--- src/rtl/noisy_button_debouncer_pkg.sv ---
// Shared definitions for the push-button debouncer: FSM state encoding and
// a small elaboration-time helper used to size counters.
package noisy_button_debouncer_pkg;

  typedef enum logic [1:0] {
    IDLE        = 2'd0,
    PRESS_CHK   = 2'd1,
    HELD        = 2'd2,
    RELEASE_CHK = 2'd3
  } db_state_e;

  function automatic int max2(input int a, input int b);
    return (a > b) ? a : b;
  endfunction

endpackage

--- src/rtl/noisy_button_debouncer_sync_ff.sv ---
// N-flop synchroniser with asynchronous active-low reset. Generic enough to
// be reused for any single-bit input that is asynchronous to clk.
module sync_ff #(
  parameter int STAGES = 2
) (
  input  logic clk,
  input  logic rst_n,
  input  logic d,
  output logic q
);

  logic [STAGES-1:0] chain_d;
  logic [STAGES-1:0] chain_q;

  // Shift the raw input one stage deeper each clock.
  always_comb begin
    chain_d = {chain_q[STAGES-2:0], d};
  end

  // Synchroniser flops; cleared to 0 (button released) on reset.
  always_ff @(posedge clk or negedge rst_n) begin
    if (!rst_n) chain_q <= '0;
    else        chain_q <= chain_d;
  end

  assign q = chain_q[STAGES-1];

endmodule

--- src/rtl/noisy_button_debouncer.sv ---
// Push-button conditioner: synchronises the raw line, qualifies each level
// change over DEBOUNCE_CYCLES identical samples, and emits a one-cycle step
// pulse per accepted press (plus optional auto-repeat pulses while held).
// All outputs are registered off the current FSM state, so they trail the
// qualifying decision by one clock.
module noisy_button_debouncer
  import noisy_button_debouncer_pkg::*;
#(
  parameter int SYNC_STAGES     = 2,
  parameter int DEBOUNCE_CYCLES = 500000,
  parameter int REPEAT_EN       = 0,
  parameter int REPEAT_DELAY    = 25000000,
  parameter int REPEAT_PERIOD   = 5000000
) (
  input  logic clk,
  input  logic reset,
  input  logic noisy,
  output logic clean,
  output logic pulse,
  output logic busy
);

  localparam int CNT_W = $clog2(DEBOUNCE_CYCLES) + 1;
  localparam int RPT_W = $clog2(max2(REPEAT_DELAY, REPEAT_PERIOD)) + 1;

  localparam logic [CNT_W-1:0] CNT_LAST = CNT_W'(DEBOUNCE_CYCLES - 1);
  localparam logic [CNT_W-1:0] CNT_ONE  = CNT_W'(1);
  localparam logic [RPT_W-1:0] RPT_DLY  = RPT_W'(REPEAT_DELAY);
  localparam logic [RPT_W-1:0] RPT_PER  = RPT_W'(REPEAT_PERIOD);
  localparam logic [RPT_W-1:0] RPT_ONE  = RPT_W'(1);

  logic s;

  db_state_e        state_q, state_d;
  logic [CNT_W-1:0] cnt_q, cnt_d, cnt_inc;
  logic [RPT_W-1:0] rpt_q, rpt_d, rpt_inc;
  logic             rep_phase_q, rep_phase_d;
  logic             first_q, first_d;
  logic             clean_q, clean_d;
  logic             pulse_q, pulse_d;
  logic             busy_q, busy_d;
  logic             rpt_fire;

  sync_ff #(.STAGES(SYNC_STAGES)) u_sync (
    .clk   (clk),
    .rst_n (reset),
    .d     (noisy),
    .q     (s)
  );

  // Counters saturate at all-ones rather than wrapping.
  assign cnt_inc = (cnt_q == '1) ? cnt_q : cnt_q + CNT_ONE;
  assign rpt_inc = (rpt_q == '1) ? rpt_q : rpt_q + RPT_ONE;

  // Repeat schedule: first repeat REPEAT_DELAY HELD cycles after the press
  // pulse, then every REPEAT_PERIOD; rpt restarts at 1 after each repeat.
  always_comb begin
    rpt_fire = 1'b0;
    if (REPEAT_EN != 0) begin
      rpt_fire = rep_phase_q ? (rpt_q == RPT_PER) : (rpt_q == RPT_DLY);
    end
  end

  // Next-state, counter and registered-output logic for the debounce FSM.
  always_comb begin
    state_d     = state_q;
    cnt_d       = cnt_q;
    rpt_d       = rpt_q;
    rep_phase_d = rep_phase_q;
    first_d     = 1'b0;
    clean_d     = 1'b0;
    pulse_d     = 1'b0;
    busy_d      = 1'b0;
    unique case (state_q)
      IDLE: begin
        rpt_d       = '0;
        rep_phase_d = 1'b0;
        cnt_d       = '0;
        if (s) begin
          state_d = PRESS_CHK;
          cnt_d   = CNT_ONE;
        end
      end
      PRESS_CHK: begin
        busy_d = 1'b1;
        if (!s) begin
          state_d = IDLE;
          cnt_d   = '0;
        end else if (cnt_q == CNT_LAST) begin
          state_d = HELD;
          first_d = 1'b1;
          cnt_d   = '0;
        end else begin
          cnt_d = cnt_inc;
        end
      end
      HELD: begin
        clean_d = 1'b1;
        if (first_q) begin
          pulse_d = 1'b1;
          rpt_d   = rpt_inc;
        end else if (rpt_fire) begin
          pulse_d     = 1'b1;
          rpt_d       = RPT_ONE;
          rep_phase_d = 1'b1;
        end else begin
          rpt_d = rpt_inc;
        end
        if (!s) begin
          state_d = RELEASE_CHK;
          cnt_d   = CNT_ONE;
        end
      end
      RELEASE_CHK: begin
        busy_d  = 1'b1;
        clean_d = 1'b1;
        if (s) begin
          state_d = HELD;
        end else if (cnt_q == CNT_LAST) begin
          state_d = IDLE;
          cnt_d   = '0;
        end else begin
          cnt_d = cnt_inc;
        end
      end
      default: begin
        state_d = IDLE;
        cnt_d   = '0;
      end
    endcase
  end

  // State, counters and output registers; reset abandons any qualification.
  always_ff @(posedge clk or negedge reset) begin
    if (!reset) begin
      state_q     <= IDLE;
      cnt_q       <= '0;
      rpt_q       <= '0;
      rep_phase_q <= 1'b0;
      first_q     <= 1'b0;
      clean_q     <= 1'b0;
      pulse_q     <= 1'b0;
      busy_q      <= 1'b0;
    end else begin
      state_q     <= state_d;
      cnt_q       <= cnt_d;
      rpt_q       <= rpt_d;
      rep_phase_q <= rep_phase_d;
      first_q     <= first_d;
      clean_q     <= clean_d;
      pulse_q     <= pulse_d;
      busy_q      <= busy_d;
    end
  end

  assign clean = clean_q;
  assign pulse = pulse_q;
  assign busy  = busy_q;

endmodule

--- config.mk ---
export PLATFORM = sky130hd
export DESIGN_NAME = noisy_button_debouncer
export DESIGN_NICKNAME = d
export VERILOG_FILES = /design/src/rtl/noisy_button_debouncer_pkg.sv /design/src/rtl/noisy_button_debouncer_sync_ff.sv /design/src/rtl/noisy_button_debouncer.sv
export SDC_FILE = /design/constraint.sdc
export NUM_CORES = 1
export LEC_CHECK = 0
export BUFFER_PORTS_ARGS = -buffer_cell sky130_fd_sc_hd__buf_2
export CAP_MARGIN = 20
export CORE_MARGIN = 2
export CORE_UTILIZATION = 54
export DETAILED_ROUTE_END_ITERATION = 8
export PLACE_DENSITY = 0.78
export SLEW_MARGIN = 20
export SYNTH_ARGS = -nofsm -noshare
export SYNTH_HDL_FRONTEND = slang
export SYNTH_SLANG_ARGS = --single-unit
--- constraint.sdc ---
create_clock -name clk -period 2.75 [get_ports clk]
set_input_delay 0.275 -clock clk [delete_from_list [all_inputs] [get_ports clk]]
set_output_delay 0.275 -clock clk [all_outputs]
set_load 0.005 [all_outputs]
==> out/qor.txt, run 1 <==
TritonCTS clock tree -> yes
Worst-path clk slew -> 0.16 ns
combinational cell fraction of total power -> 3.8%
Arr. time, crit path -> 2.35 ns
1st-iter DRT viols -> 63
Die Y -> 57.9 µm
Area Overhead vs Synth -> 5.99%
sw power -> 0.149 mW
PD cells -> 435 nW/µm²
Simple-Gate Fraction of Synth Area -> 30.7%
Synth area leader -> dfrtp_1
largest family of logic cells by synthesized area -> simple AND/OR/NAND/NOR gates
Post-Synthesis Cells -> 157
CTS buffer count -> 3
post-route setup TNS -> 0 ns
Worst-Margin Slew -> 0.798 ns
maxcap violations -> 0
Max Transition Viols Final -> 0
Int Power -> 0.574 mW
H-Tree Level Count -> 1
R2R Setup Slk -> 0.66 ns
xor-xnor portion of the synthesized cell area -> 5.03%
cell depth of the worst hold path -> 1
Antenna diodes -> 0
WS Path Type -> reg -> reg
Top FF cell, synth -> dfrtp_1
max_slew headroom -> 46.7%
post-synthesis mux area share -> 0.718%
Final #Nets -> 165
DR vias/cell -> 6.50
commonest non-fill, non-tap cell in the layout -> dfrtp_1
status -> complete, no violations
Core Region -> 2760 µm²
Max Clock Freq -> 479 MHz
Core Util, Final -> 60.3%
largest net degree at the start of global routing -> 29
Clock power frac -> 37.8%
number of global-route vias before repair -> 1179
dpl hpwl -> 2.35 mm
final non-filler cell total -> 191
top post-synthesis cells by area -> dfrtp_1, xnor2_1, a21oi_1
Warnings, synthesis -> 0
vias -> 1241
RSZ-0062 raised after global routing -> no
library cells used by synthesis -> 52
Max Buffers Root-to-Sink -> 2
adder-cell share of the synthesized area -> 0.798%
post-route cell area -> 1660 µm²
#FFs+latches synth -> 28
final WL -> 3.28 mm
critical path startpoint category -> register
clock skew -> 0.00261 ns
placed cells -> 186
# rows -> 19
1st-pass router iterations -> 4
Peak VDD IR -> 333 µV
Skew-Pair Late Insertion Delay -> 0.33 ns
ys async rst share -> 100%
sequential area share after synthesis -> 44.7%
gr ovfl total -> 0
GRT Overall Usage -> 21.6%
Num Clock Sinks -> 28
Finish-stage setup viols -> 0
root buffer cell -> clkbuf_4
Period Utilization, post-route -> 75.9%
Post-DP Area -> 1600 µm²
number of synthesized flops with an enable pin -> 0
Critical Path Sink Type -> register
Tmin final -> 2.09 ns
sequential share of power -> 58.4%
Critical Path RT -> 3.01 ns
number of port buffers -> 5
IO Count -> 6
leakage -> 0.656 nW
global-route wire length before repair -> 5.62 mm
total setup buffers inserted after CTS -> 0
worst-path maximum fanout -> 7
Final ANT Viol Nets -> 0
Switching Share -> 20.6%
Synth Cell Area -> 1570 µm²
die area -> 3350 µm²
most frequent cells in the layout -> dfrtp_1, nand2_1, a21oi_1, nor2_1, xnor2_1
post-synthesis compound-gate area fraction -> 15.5%
Die X -> 57.9 µm
Final GP Congestion -> 0.997
R2R depth -> 6
Synth top area share -> 44.7%
DRC -> 0
Initial Util -> 56.9%
Hold Path Class -> in -> reg
Final Hold Fails -> 0
syn_nets -> 161
Mean Syn Cell Area -> 9.99 µm²
initial antenna violation count -> 0
share of cells above drive strength 1 -> 18.1%
drt wl/cell -> 17.2 µm
power by group through the flow:
stage | clock network [mW] | logic [mW] | registers (mW)
floorplan | 0 | 0.0162 | 0.428
global route | 0.293 | 0.0317 | 0.424
global placement | 0 | 0.0261 | 0.430
finish | 0.273 | 0.0274 | 0.422
detailed placement | 0 | 0.0273 | 0.430
CTS | 0.277 | 0.0284 | 0.422
registers in the layout (all words and copies together) (netlist names), named ones only:
signal	flops
cnt_q	20
u_sync.chain_q	2
busy	1
clean	1
first_q	1
pulse	1
state_q	1
routing by layer:
layer / share of wire (%) / vias to the layer above / routed length [µm] / GRT usage, %
met3: 5.2 / 4 / 169 / 2.23
met2: 48 / 46 / 1570 / 34.7
li1: - / 600 / - / -
met5: 0 / - / 0 / 0
met1: 46 / 591 / 1510 / 30.9
met4: 0.98 / 0 / 32 / 6.98
timing repair:
| item | 4_1_cts | 5_1_grt |
|---|---|---|
| hold endpoints to repair | 28 | 0 |
| setup endpoints to repair | 0 | 0 |
| hold buffers | 1 | 0 |
| resized for setup | 0 | 0 |
final timing paths:
check | start | endpoint
setup / recovery | cnt_q[0] | cnt_q[14]
hold / removal | noisy | u_sync.chain_q[0]
setup reg to reg | cnt_q[0] | cnt_q[14]
hold reg to reg | u_sync.chain_q[0] | u_sync.chain_q[1]
max in group asynchronous | reset | state_q[0]
min in group asynchronous | reset | cnt_q[8]
kinds of logic (layout without fill, tap and decap cells):
group                    count (synthesis)  in the layout
multiplexers                             1              1
buffers and inverters                    9             12
adder cells (fa/ha/maj)                  1              1
flip-flops                              28             28
AO/OA/AOI/OAI                           34             34
AND/OR/NAND/NOR                         75             75
XOR/XNOR                                 9              9
cells in the mapped netlist, types with 3 or more instances:
master / count
or4_1: 3
nand3_1: 5
or4_4: 3
and3_2: 3
nor4_1: 4
nor3_1: 5
dfrtp_1: 28
nand2_1: 13
o21ai_0: 3
xnor2_1: 8
clkbuf_1: 4
or3_1: 4
nor2_1: 12
a21oi_1: 12
nand4_1: 4
o31ai_1: 3
metrics by stage:
stage | hold slack, ns | total power, mW | worst slack [ns]
after detailed placement | 0.324 | 0.457 | 0.703
final | 0.0364 | 0.723 | 0.664
after global placement | 0.303 | 0.456 | 0.739
after CTS | 0.0290 | 0.728 | 0.661
after global routing | 0.0207 | 0.749 | 0.554
after floorplan | -0.0206 | 0.444 | 0.835
layout make-up:
type                       count  area [µm²]
sequential                    28         701
tap                           31        38.8
clock buffer                   3        22.5
multi-input combinational    120         827
timing repair buffer           6        35.0
clock inverter                 1        30.0
fill                         231        1100
inverter                       2        7.51
worst max-delay path, cell delays in order (launching register included):
cell and delay [ns]:
dfrtp_1 0.45, ha_1 0.20, and3_2 0.25, nand3_4 0.13, or4_4 0.55, or3_1 0.37
o211ai_2 0.07
No activity file was read; power rests on OpenSTA's default activity.
==> run 2, diff against run 1 <==
==> constraint.sdc (replaced) <==
create_clock -name clk -period 2.1 [get_ports clk]
set_input_delay 0.21 -clock clk [delete_from_list [all_inputs] [get_ports clk]]
set_output_delay 0.21 -clock clk [all_outputs]
set_load 0.005 [all_outputs]
==> run 2 against run 1 <==
  * Sequential power is 31% higher
  * Flip-flop and latch count unchanged
  * Sequential share of layout area shrank 1.5 points
  * Via count up 3.9%
  * Non-clock buffer count is 8 higher
  * Global-route usage is 1.2 points higher
==> out/qor.txt, run 2 (same netlist as run 1, synthesis figures left out) <==
status -> complete, no violations (unchanged)
Area Overhead vs Synth -> 10.1% (was 5.99%)
post-route setup TNS -> 0 ns (unchanged)
DR vias/cell -> 6.48 (was 6.50)
# rows -> 19 (unchanged)
H-Tree Level Count -> 1 (unchanged)
PD cells -> 551 nW/µm² (was 435 nW/µm²)
1st-iter DRT viols -> 62 (was 63)
Die X -> 57.9 µm (unchanged)
gr ovfl total -> 0 (unchanged)
Final ANT Viol Nets -> 0 (unchanged)
dpl hpwl -> 2.53 mm (was 2.35 mm)
placed cells -> 193 (was 186)
initial antenna violation count -> 0 (unchanged)
post-route cell area -> 1730 µm² (was 1660 µm²)
vias -> 1289 (was 1241)
CTS buffer count -> 3 (unchanged)
IO Count -> 6 (unchanged)
Core Region -> 2760 µm² (unchanged)
CP bufs+invs -> 0 (unchanged)
family with the most delay on the worst path -> simple AND/OR/NAND/NOR gates (unchanged)
Antenna diodes -> 0 (unchanged)
WS Path Type -> reg -> reg (unchanged)
critical path startpoint category -> register (unchanged)
1st-pass router iterations -> 4 (unchanged)
number of flip-flops under the largest register name -> 20 (unchanged)
Max Clock Freq -> 485 MHz (was 479 MHz)
drt wl/cell -> 17.2 µm (about the same)
maxcap violations -> 0 (unchanged)
die area -> 3350 µm² (unchanged)
root buffer cell -> clkbuf_4 (unchanged)
Worst-Margin Slew -> 0.593 ns (was 0.798 ns)
Worst-path clk slew -> 0.16 ns (about the same)
final WL -> 3.42 mm (was 3.28 mm)
TritonCTS clock tree -> yes (unchanged)
Regs by FF count -> cnt_q: 20 flops, u_sync.chain_q: 2 flops (unchanged)
Post-DP Area -> 1650 µm² (was 1600 µm²)
Arr. time, crit path -> 2.35 ns (about the same)
Initial Util -> 56.9% (unchanged)
CP peak stage delay -> 0.54 ns (was 0.55 ns)
Num Clock Sinks -> 28 (unchanged)
DRC -> 0 (unchanged)
most frequent cells in the layout -> dfrtp_1, nand2_1, a21oi_1, nor2_1, xnor2_1 (unchanged)
Period Utilization, post-route -> 98.3% (was 75.9%)
Final GP Congestion -> 0.948 (was 0.997)
Max Transition Viols Final -> 0 (unchanged)
slowest CP cell -> or4_4 (unchanged)
Finish-stage setup viols -> 0 (unchanged)
commonest non-fill, non-tap cell in the layout -> dfrtp_1 (unchanged)
Power Total -> 0.950 mW (was 0.723 mW)
GRT Overall Usage -> 22.8% (was 21.6%)
RSZ-0062 raised after global routing -> yes (was no)
largest net degree at the start of global routing -> 29 (unchanged)
Skew-Pair Late Insertion Delay -> 0.34 ns (was 0.33 ns)
worst-path maximum fanout -> 7 (unchanged)
global-route wire length before repair -> 5.82 mm (was 5.62 mm)
CP cell instances -> ha_1, and3_2, nand3_4, or4_4, or3_1, o211ai_2 (unchanged)
share of cells above drive strength 1 -> 22.0% (was 18.1%)
number of global-route vias before repair -> 1243 (was 1179)
Critical Path Sink Type -> register (unchanged)
Max Buffers Root-to-Sink -> 2 (unchanged)
Die Y -> 57.9 µm (unchanged)
final non-filler cell total -> 199 (was 191)
clock skew -> 0.0157 ns (was 0.00261 ns)
Final Hold Fails -> 0 (unchanged)
leakage -> 0.689 nW (was 0.656 nW)
Hold Path Class -> reg -> reg (was in -> reg)
Most flops, register -> cnt_q (unchanged)
Final #Nets -> 173 (was 165)
number of port buffers -> 5 (unchanged)
Peak VDD IR -> 580 µV (was 333 µV)
max_slew headroom -> 60.2% (was 46.7%)
Tmin final -> 2.06 ns (was 2.09 ns)
Critical Path RT -> 2.38 ns (was 3.01 ns)
run 2: final cells by class:
| cell class | instances | area [µm²] |
|---|---|---|
| timing repair buffer | 14 | 97.6 |
| clock buffer | 3 | 22.5 |
| sequential | 28 | 702 |
| tap | 31 | 38.8 |
| inverter | 2 | 7.51 |
| fill | 246 | 1030 |
| multi-input combinational | 120 | 827 |
| clock inverter | 1 | 30.0 |
run 2: through the flow:
| step | utilization (%) | setup slack (ns) | hold slack, ns |
|---|---|---|---|
| 2_1_floorplan | - | 0.185 | -0.0856 |
| 3_3_place_gp | 59.9 | 0.131 | 0.241 |
| 3_5_place_dp | 59.9 | 0.0763 | 0.255 |
| 4_1_cts | 62.5 | 0.0486 | 0.379 |
| 5_1_grt | 62.6 | -0.0285 | 0.389 |
| 6_report | 62.6 | 0.0364 | 0.376 |
run 2: path summary, 6_finish.rpt:
check | from | end | slack [ns] | cells past startpoint
worst max-delay path | cnt_q[0] | cnt_q[14] | 0.04 | 6
worst min-delay path | u_sync.chain_q[0] | u_sync.chain_q[1] | 0.38 | 0
worst max register to register | cnt_q[0] | cnt_q[14] | 0.04 | 6
worst min register to register | u_sync.chain_q[0] | u_sync.chain_q[1] | 0.38 | 0
max in group asynchronous | reset | cnt_q[10] | 1.29 | 2
min in group asynchronous | reset | cnt_q[0] | 0.39 | 2
run 2: what timing repair did:
action | in CTS | in global routing
endpoints found under the hold margin | 29 | 0
setup buffers | 0 | 0
hold buffers | 2 | 0
setup endpoints to repair | 0 | 2
resized for setup | 0 | 1
run 2: power by group:
part	internal [mW]	leakage (nW)	total (mW)	switching [mW]
clock	0.193	0.0279	0.357	0.164
sequential	0.546	0.378	0.553	0.00754
combinational	0.0165	0.283	0.0399	0.0235
total	0.755	0.689	0.950	0.195
run 2: layer usage:
layer	routed length [µm]	vias to the layer above	GRT usage [%]
met5	0	-	0
met4	60	0	9.63
met3	85	7	2.01
met2	1630	24	36.7
met1	1650	644	31.8
li1	-	614	-
run 2: worst register-to-register path, delay by kind of cell, from the launching register on:
kind	cells	cell delay, ns
AND/OR/NAND/NOR	4	1.27
flip-flops	1	0.46
AO/OA/AOI/OAI	1	0.06
adder cells (fa/ha/maj)	1	0.20
==> run 3, diff against run 2 <==
==> constraint.sdc (replaced) <==
create_clock -name clk -period 2.2 [get_ports clk]
set_input_delay 0 -clock clk [delete_from_list [all_inputs] [get_ports clk]]
set_output_delay 0 -clock clk [all_outputs]
set_load 0.005 [all_outputs]
==> run 3 against run 2 <==
  * Flip-flop and latch count did not move
  * Combinational power fell by 9.3%
  * Critical path depth shrank 1
  * Sequential share of layout area is 0.49 points higher
  * Final cell count shrank 1.5%
  * Non-clock buffer count shrank 3
  * Largest cell class unchanged
==> out/qor.txt, run 3 (same netlist as run 1, synthesis figures left out) <==
slowest CP cell -> or4_1 (was or4_4)
final WL -> 3.48 mm (was 3.42 mm)
largest net degree at the start of global routing -> 29 (unchanged)
commonest non-fill, non-tap cell in the layout -> dfrtp_1 (unchanged)
critical path startpoint category -> register (unchanged)
leakage -> 0.679 nW (was 0.689 nW)
Skew-Pair Late Insertion Delay -> 0.33 ns (was 0.34 ns)
Peak VDD IR -> 478 µV (was 580 µV)
DRC -> 0 (unchanged)
Post-DP Area -> 1630 µm² (was 1650 µm²)
placed cells -> 190 (was 193)
DR vias/cell -> 6.47 (was 6.48)
RSZ-0062 raised after global routing -> no (was yes)
Antenna diodes -> 0 (unchanged)
final non-filler cell total -> 196 (was 199)
Arr. time, crit path -> 2.33 ns (was 2.35 ns)
initial antenna violation count -> 0 (unchanged)
Core Region -> 2760 µm² (unchanged)
PD cells -> 529 nW/µm² (was 551 nW/µm²)
Final Hold Fails -> 0 (unchanged)
number of port buffers -> 5 (unchanged)
Num Clock Sinks -> 28 (unchanged)
family with the most delay on the worst path -> simple AND/OR/NAND/NOR gates (unchanged)
sw power -> 0.181 mW (was 0.195 mW)
CP cell instances -> or4_1, nor4_1, buf_4, nand2_1, mux2_2 (was ha_1, and3_2, nand3_4, or4_4, or3_1, o211ai_2)
Switching Share -> 20.1% (was 20.5%)
1st-iter DRT viols -> 87 (was 62)
CP bufs+invs -> 1 (was 0)
root buffer cell -> clkbuf_4 (unchanged)
sequential share of power -> 58.7% (was 58.2%)
Int Power -> 0.719 mW (was 0.755 mW)
Area Overhead vs Synth -> 8.54% (was 10.1%)
IO Count -> 6 (unchanged)
Filler Cells Inserted -> 225 (was 246)
share of cells above drive strength 1 -> 20.0% (was 22.0%)
total setup buffers inserted after CTS -> 0 (unchanged)
Worst-path clk slew -> 0.15 ns (was 0.16 ns)
Initial Util -> 56.9% (unchanged)
Most flops, register -> cnt_q (unchanged)
Regs by FF count -> cnt_q: 20 flops, u_sync.chain_q: 2 flops (unchanged)
dpl hpwl -> 2.54 mm (was 2.53 mm)
post-route cell area -> 1700 µm² (was 1730 µm²)
Max Clock Freq -> 477 MHz (was 485 MHz)
maxcap violations -> 0 (unchanged)
vias -> 1268 (was 1289)
clock skew -> 0.00282 ns (was 0.0157 ns)
Max Transition Viols Final -> 0 (unchanged)
most frequent cells in the layout -> dfrtp_1, nand2_1, a21oi_1, nor2_1, xnor2_1 (unchanged)
Finish-stage setup viols -> 0 (unchanged)
Clock power frac -> 37.3% (was 37.6%)
Worst-Margin Slew -> 0.777 ns (was 0.593 ns)
H-Tree Level Count -> 1 (unchanged)
gr ovfl total -> 0 (unchanged)
worst-path maximum fanout -> 7 (unchanged)
number of global-route vias before repair -> 1243 (unchanged)
1st-pass router iterations -> 4 (unchanged)
status -> complete, no violations (unchanged)
Final ANT Viol Nets -> 0 (unchanged)
post-route setup TNS -> 0 ns (unchanged)
drt wl/cell -> 17.7 µm (was 17.2 µm)
Critical Path RT -> 2.44 ns (was 2.38 ns)
combinational cell fraction of total power -> 4.0% (was 4.2%)
Final #Nets -> 170 (was 173)
WS Path Type -> reg -> reg (unchanged)
TritonCTS clock tree -> yes (unchanged)
# rows -> 19 (unchanged)
number of flip-flops under the largest register name -> 20 (unchanged)
Max Buffers Root-to-Sink -> 2 (unchanged)
CP peak stage delay -> 0.56 ns (was 0.54 ns)
Hold Path Class -> in -> async (was reg -> reg)
die area -> 3350 µm² (unchanged)
Die X -> 57.9 µm (unchanged)
Tmin final -> 2.10 ns (was 2.06 ns)
global-route wire length before repair -> 5.80 mm (was 5.82 mm)
Final GP Congestion -> 0.920 (was 0.948)
Critical Path Sink Type -> register (unchanged)
max_slew headroom -> 48.1% (was 60.2%)
Power Total -> 0.900 mW (was 0.950 mW)
Period Utilization, post-route -> 95.3% (was 98.3%)
GRT Overall Usage -> 23.1% (was 22.8%)
Die Y -> 57.9 µm (unchanged)
CTS buffer count -> 3 (unchanged)
==> run 3: per-stage QoR <==
step	utilization (%)	setup slack, ns	hold WS, ns
6_report	61.7	0.104	0.187
5_1_grt	61.7	0.0284	0.236
2_1_floorplan	-	0.285	-0.296
3_3_place_gp	59.1	0.169	0.0374
4_1_cts	61.7	0.132	0.200
3_5_place_dp	59.1	0.161	0.0454
==> run 3: area by class of cell <==
type	count	area [µm²]	share of cell area (%)
Multi-Input combinational cell	120	827	48.6
Sequential cell	28	701	41.2
Timing Repair Buffer	11	75.1	4.41
Tap cell	31	38.8	2.28
Clock inverter	1	30.0	1.76
Clock buffer	3	22.5	1.32
Inverter	2	7.51	0.441
==> run 3: per-layer routing <==
metal / track usage, % / routed length [µm]
met1: 31.8 / 1570
met3: 2.68 / 164
met2: 37.3 / 1690
met5: 0 / 0
met4: 9.63 / 51
==> run 3: timing repair <==
item / in CTS / in global routing
hold buffers: 2 / 0
gates resized for setup: 0 / 0
hold endpoints to repair: 29 / 0
==> run 3: worst paths after layout <==
path | from | endpoint | slack (ns) | cells past startpoint
min reg2reg | u_sync.chain_q[0] | u_sync.chain_q[1] | 0.39 | 0
max | cnt_q[11] | register | 0.10 | 5
max in group asynchronous | reset | cnt_q[1] | 1.62 | 2
min | reset | cnt_q[8] | 0.19 | 2
min in group clk | noisy | u_sync.chain_q[0] | 0.31 | 2
max reg2reg | cnt_q[11] | register | 0.10 | 5
==> run 3: power groups by stage <==
stage,Sequential [mW],Combinational [mW],Clock [mW]
2_1_floorplan,0.535,0.0202,0
3_3_place_gp,0.537,0.0330,0
3_5_place_dp,0.538,0.0340,0
4_1_cts,0.528,0.0366,0.342
5_1_grt,0.530,0.0409,0.364
6_report,0.528,0.0362,0.336
